`src/rtl/led_pwm_bank.sv`:
```
// NUM_CH-channel PWM LED driver: shared prescaler and period counter, double-buffered
// duty registers reloaded at each period wrap, and a small register port with registered readback.
module led_pwm_bank #(
  parameter int NUM_CH        = 4,
  parameter int PWM_BITS      = 8,
  parameter int PRESCALE_BITS = 8,
  parameter int ACTIVE_LOW    = 1
) (
  input  logic              clk_i,
  input  logic              rst_ni,
  input  logic              wr_en_i,
  input  logic [3:0]        wr_addr_i,
  input  logic [31:0]       wr_data_i,
  input  logic [3:0]        rd_addr_i,
  output logic [31:0]       rd_data_o,
  output logic [NUM_CH-1:0] pwm_out_o,
  output logic              period_tick_o
);

  localparam int              DW        = PWM_BITS + 1;
  localparam logic            INV       = (ACTIVE_LOW != 0);
  localparam logic [3:0]      CTRL_ADDR = 4'(NUM_CH);
  localparam logic [NUM_CH-1:0] IDLE_LVL = {NUM_CH{INV}};

  logic [DW-1:0]            shadow_q [NUM_CH];
  logic [DW-1:0]            shadow_d [NUM_CH];
  logic [DW-1:0]            active_q [NUM_CH];
  logic [DW-1:0]            active_d [NUM_CH];
  logic                     enable_q, enable_d;
  logic [PRESCALE_BITS-1:0] prescale_q, prescale_d;
  logic [PRESCALE_BITS-1:0] pre_cnt_q, pre_cnt_d;
  logic [PWM_BITS-1:0]      pwm_cnt_q, pwm_cnt_d;
  logic [NUM_CH-1:0]        pwm_out_q, pwm_out_d;
  logic [31:0]              rd_data_q, rd_data_d;
  logic [NUM_CH-1:0]        on_w;
  logic                     tick;
  logic                     wrap;
  logic                     ctrl_wr;

  assign ctrl_wr = wr_en_i && (wr_addr_i == CTRL_ADDR);
  assign tick    = enable_q && (pre_cnt_q == prescale_q);
  assign wrap    = tick && (pwm_cnt_q == {PWM_BITS{1'b1}});

  // Compare on DW bits so a duty of 2^PWM_BITS or more is permanently on.
  for (genvar gi = 0; gi < NUM_CH; gi++) begin : g_cmp
    assign on_w[gi] = enable_q && ({1'b0, pwm_cnt_q} < active_q[gi]);
  end

  always_comb begin
    enable_d   = enable_q;
    prescale_d = prescale_q;
    if (ctrl_wr) begin
      enable_d   = wr_data_i[0];
      prescale_d = wr_data_i[PRESCALE_BITS:1];
    end

    for (int i = 0; i < NUM_CH; i++) begin
      shadow_d[i] = shadow_q[i];
      active_d[i] = active_q[i];
      if (wr_en_i && (wr_addr_i == 4'(i))) shadow_d[i] = wr_data_i[PWM_BITS:0];
      // Reload uses the pre-write shadow, so a write landing on the wrap waits a period.
      if (!enable_q || wrap) active_d[i] = shadow_q[i];
    end

    pre_cnt_d = '0;
    pwm_cnt_d = '0;
    if (enable_q) begin
      if (tick) begin
        pwm_cnt_d = pwm_cnt_q + 1'b1;
      end else begin
        pre_cnt_d = pre_cnt_q + 1'b1;
        pwm_cnt_d = pwm_cnt_q;
      end
    end

    // Disabling forces the pins inactive at the same edge that clears enable.
    pwm_out_d = (enable_d ? on_w : '0) ^ IDLE_LVL;

    rd_data_d = '0;
    if (rd_addr_i == CTRL_ADDR) rd_data_d = 32'({prescale_q, enable_q});
    for (int i = 0; i < NUM_CH; i++) begin
      if (rd_addr_i == 4'(i)) rd_data_d = 32'(shadow_q[i]);
    end
  end

  always_ff @(posedge clk_i or negedge rst_ni) begin
    if (!rst_ni) begin
      for (int i = 0; i < NUM_CH; i++) begin
        shadow_q[i] <= '0;
        active_q[i] <= '0;
      end
      enable_q   <= 1'b0;
      prescale_q <= '0;
      pre_cnt_q  <= '0;
      pwm_cnt_q  <= '0;
      pwm_out_q  <= IDLE_LVL;
      rd_data_q  <= '0;
    end else begin
      for (int i = 0; i < NUM_CH; i++) begin
        shadow_q[i] <= shadow_d[i];
        active_q[i] <= active_d[i];
      end
      enable_q   <= enable_d;
      prescale_q <= prescale_d;
      pre_cnt_q  <= pre_cnt_d;
      pwm_cnt_q  <= pwm_cnt_d;
      pwm_out_q  <= pwm_out_d;
      rd_data_q  <= rd_data_d;
    end
  end

  assign pwm_out_o     = pwm_out_q;
  assign rd_data_o     = rd_data_q;
  assign period_tick_o = wrap;

endmodule

```
`config.mk`:
```
export PLATFORM = sky130hd
export DESIGN_NAME = led_pwm_bank
export DESIGN_NICKNAME = d
export VERILOG_FILES = /design/src/rtl/led_pwm_bank.sv
export SDC_FILE = /design/constraint.sdc
export NUM_CORES = 1
export LEC_CHECK = 0
export BUFFER_PORTS_ARGS = -buffer_cell sky130_fd_sc_hd__buf_4
export CAP_MARGIN = 20
export CORE_UTILIZATION = 46
export DETAILED_ROUTE_END_ITERATION = 8
export GPL_TIMING_DRIVEN = 0
export PLACE_DENSITY = 0.69
export SLEW_MARGIN = 20
export SYNTH_ARGS = -nofsm -noshare
export SYNTH_HDL_FRONTEND = slang
export SYNTH_SLANG_ARGS = --single-unit
```
`constraint.sdc`:
```
create_clock -name clk_i -period 2 [get_ports clk_i]
set_input_delay 0.4 -clock clk_i [delete_from_list [all_inputs] [get_ports clk_i]]
set_output_delay 0.4 -clock clk_i [all_outputs]
set_load 0.01 [all_outputs]
```
### Yosys cells after proc, flatten, opt, wreduce, memory -nomap -nowiden

Index checks and enable logic that the tools add are counted.

* flip-flop bits (word level): 133
* bits of input ports: 43
* output and inout port bits: 37
* word-level logic and storage cells: 58

* $add $sub $neg: 2
* $lt $le $gt $ge: 4
* eq/ne operators: 11
* muxes and demuxes: 11
* bitwise operators: 1
* reductions and logical operators: 15

Operators with widths (number)
* 2-to-1 mux 32 bit: 4
* less-than comparator 8 x 9 -> 1 bit: 4
* 2-to-1 mux 8 bit: 4
* adder 8 x 1 -> 8 bit (second input constant): 2
* == test 4 x 2 -> 1 bit (second input constant): 4
* logical AND 1 bit: 11
* 2-to-1 mux 9 bit: 1
* == test 4 x 1 -> 1 bit (second input constant): 2
* == test 4 x 3 -> 1 bit (second input constant): 2
* == test 8 bit: 1
* == test 8 bit (second input constant): 1
* zero test 4 bit: 2
* 2-to-1 mux 4 bit: 1
* inverter 4 bit: 1
* != test 2 x 1 -> 1 bit (second input constant): 1
* zero test 1 bit: 1
* logical OR 1 bit: 1
* 2-to-1 mux 1 bit: 1

### Depth between registers and ports, before layout

* word-level depth: 6
* depth in mapped cells: 6
* gate-level depth less buffers: 6

### Worst setup path after synthesis

OpenSTA, ideal clock, no wires.

* path kind: register to register
* start: register pre_cnt_q[2]
* end: register active_q[10] (netlist name)
* arrival: 1.757 ns
* data required time: 1.875 ns
* setup slack: 0.118 ns
* cell stages (with the launch flop): 7
* buffers on the path: 2
* cell sequence: dfrtp_1 xnor2_1 nand4_1 o41a_1 buf_6 buf_8 mux2_4

* word-level cells in the longest chain between the ends: 4

RTL lines
* start: declaration: line 31 `logic [PRESCALE_BITS-1:0] pre_cnt_q, pre_cnt_d;`
* start signal: assignment: line 105 `pre_cnt_q <= pre_cnt_d;`
* == test 8 bit: line 41 `assign tick = enable_q && (pre_cnt_q == prescale_q);`
* logical AND 1 bit: line 41
* logical AND 1 bit: line 42 `assign wrap = tick && (pwm_cnt_q == {PWM_BITS{1'b1}});`
* logical OR 1 bit: line 62 `if (!enable_q || wrap) active_d[i] = shadow_q[i];`
* end signal: indexed assignment: line 101 `active_q[i] <= active_d[i];`
* end: declaration: line 27 `logic [DW-1:0] active_q [NUM_CH];`

Every way passes these cells.
A chain may end at the register's enable or synchronous reset.

### Worst setup path in the final report

* start: register pre_cnt_q[0]
* end: output period_tick_o

* word-level cells in the longest chain between the ends: 3

RTL lines
* == test 8 bit: line 41
* logical AND 1 bit: line 41
* logical AND 1 bit: line 42
* end: declaration: line 17 `output logic period_tick_o`

Every way passes these cells.

==> impl_metrics.yaml <==
critical_path:
  crit_type: "reg -> out"
  reg2reg_depth: 6
  cp_cell_sequence: "xnor2_2 > and4_4 > nand2_8 > nor4_4 > buf_4"
  endpoint_kind: "output pin"
  reg2reg_from: "prescale_q[2]$_DFFE_PN0P_"
  critPathSlowestCell: "dfrtp_2"
  worst-path-max-fanout: 10
  r2r_end: "active_q[2]$_DFFE_PN0P_"
  arrival_ns: 1.68
  ff2ff_setup_slack_ns: -0.03
  crit_required_ns: 1.60
  cp-start-kind: "register"
  slowest_delay_ns: 0.47
detailed_routing:
  drtAntennaViolNets: 0
  initialDrtViolationCount: 167
  num_vias: 3968
  routed_via_density: 5.38
  drc: 0
  wire_per_inst_um: 18.8
  wl_um: 13800
  dr.pass1.iters: 4
cells_and_area:
  final_common_cell: "dfrtp_1"
  multi_input_area_um2: 2750
  drive_gt1_share_pct: 36.6
  area_growth_pct: 21.4
  seq_area_um2: 2780
  nNetsFinal: 638
  layout_common_cells: "dfrtp_1, buf_4, mux2_2, inv_1, ha_1"
  num_antenna_cells: 0
  fillers: 1007
global_routing:
  track_usage_pct: 23.0
  grt_first_pass_wirelength_um: 21600
  first_global_vias: 3967
  grt_max_degree: 111
  grt_overflow: 0
  antenna_found_initial: 0
synth:
  synth_cell_types: 43
  ys_seq_area_share_pct: 48.2
  synth_edf_count: 0
  synthArstFlopShare_pct: 100
  syn_inst: 479
  yosys_warnings: 0
  ys_ff_latch: 110
  synth_top_flop_cell: "dfrtp_1"
  syn_area_per_cell_um2: 12.0
  netlist_area_um2: 5720
placed_design:
  routabilityCongestion: 0.934
  pre_cts_ws_ns: -0.497
  hpwl_um: 9470
  place.port_buffers: 30
run_status:
  status: "finished, violations left"
  violations: "hold timing, setup timing"
timing:
  setup_viol: 22
  tns_ns: -0.386
  hold_viol: 48
  fin_crit_ns: 2.08
  period_share_pct: 104
  holdWs_ns: -0.0336
  max_freq_mhz: 480
  grt_setup_unrepaired: "yes"
  tightest_slew_ns: 0.603
  finClkSkew_ns: 0.00817
  drv_slew: 0
  slew_headroom_pct: 59.6
  setup_ws_ns: -0.0848
min_path:
  hold_path_class: "in -> async"
die:
  dieArea_um2: 12900
  start_util_pct: 47.5
  io_pins: 80
  rows: 40
  fp.dieH_um: 114
  core_area_um2: 12100
  fp.dieW_um: 114
clock_tree:
  cts.sinks: 110
  path_clk_slew_ns: 0.07
  cts_buffer_depth: 2
  h-tree-depth: 3
  cts_root_buffer: "clkbuf_16"
  cts_tree: "yes"
  clk_latency_ns: 0.37
  cts_buffers: 9
  hold_buffers: 0
power_and_ir_drop:
  finalPower_w: 0.00734
  p_leak_nw: 3.32
  power.density_nw_per_um2: 1060
  peakVddDrop_mv: 0.760
job:
  max-cap-violations: 0
## cell families (layout without fill, tap and decap cells)
family	after synthesis	in the layout	synth area share [%]
DFF	110	110	48.2
muxes	88	88	19.0
and+or+nand+nor	88	88	8.55
AOI/OAI and AO/OA	75	75	8.55
buffers and inverters	73	141	7.02
adders and majority gates	30	30	6.56
xor gates and xnor gates	14	14	2.14
other	1	23	0.0655
## area by class of cell
class	instances	area share (%)
plain buffers	35	3.94
clock buffers	13	4.03
clock inverters	2	0.558
inverters	37	2.00
multi-input cells	318	39.6
flip-flops and latches	110	39.9
well taps	168	3.03
repair buffers	54	6.93
## stage by stage
stage	cell area [um^2]	std cells	util, %	hold WS, ns
detailed placement	6250	699	51.8	0.496
global route	6950	737	57.6	0.00811
CTS	6800	732	56.4	0.221
floorplan	5810	501	-	0.104
global placement	6240	699	51.8	0.492
finish	6950	737	57.6	-0.0336
## synthesized netlist by cell type (7+ instances only)
cell | instances | area share (%)
dfrtp_1 | 106 | 46
clkbuf_1 | 8 | 0.52
nand3_1 | 11 | 0.96
mux2i_1 | 9 | 1.6
xnor2_1 | 13 | 2.0
nand2_1 | 21 | 1.4
buf_4 | 23 | 3.0
nor2_1 | 9 | 0.59
and3_1 | 12 | 1.3
ha_1 | 30 | 6.6
inv_1 | 37 | 2.4
o21ai_0 | 17 | 1.5
nand2b_1 | 7 | 0.76
mux2_4 | 28 | 7.3
mux2_2 | 51 | 10
a21oi_1 | 25 | 2.2
## metal layers
layer	GRT usage, %	up-vias	share of wire [%]
met5	0	-	0
met4	10.5	0	3.6
met3	4.99	31	5.8
met2	37.4	117	48
met1	29.5	1987	42
li1	-	1833	-
## worst max path at each step
stage | cells after the start | slack, ns | from | to
6_report | 5 | -0.08 | pre_cnt_q[0]$_DFF_PN0_ | period_tick_o
5_1_grt | 5 | -0.18 | pre_cnt_q[7]$_DFF_PN0_ | period_tick_o
4_1_cts | 5 | -0.07 | prescale_q[6]$_DFFE_PN0P_ | period_tick_o
3_5_place_dp | 5 | -0.50 | rd_addr_i[1] | rd_data_o[6]$_DFF_PN0_
3_3_place_gp | 5 | -0.48 | rd_addr_i[1] | rd_data_o[8]$_DFF_PN0_
2_1_floorplan | 6 | 0.12 | pre_cnt_q[2]$_DFF_PN0_ | active_q[10]$_DFFE_PN0P_
## critical path: cells and delay by family, from the launching register on
family | cells | cell delay (ns)
and+or+nand+nor | 3 | 0.51
DFF | 1 | 0.47
xor gates and xnor gates | 1 | 0.18
buffers and inverters | 1 | 0.16
## sequential cells by signal, indices dropped and copies added (netlist names)
signal      flops
rd_data_o       9
pwm_cnt_q       8
pwm_out_o       4
active_q       36
pre_cnt_q       8
enable_q        1
shadow_q       36
prescale_q      8
## repair_timing
item | 4_1_cts | 5_1_grt
buffers inserted | 18 | 2
setup endpoints to repair | 43 | 37
pin swaps | 9 | 2
gates cloned | 0 | 3
resized for setup | 26 | 8
## where the power goes
| group | switching (W) | total [W] | internal [W] |
|---|---|---|---|
| sequential | 0.000454 | 0.00326 | 0.00281 |
| combinational | 0.000922 | 0.00215 | 0.00123 |
| clock | 0.000821 | 0.00192 | 0.00110 |
| total | 0.00220 | 0.00734 | 0.00514 |
(Power assumes the default switching activity.)
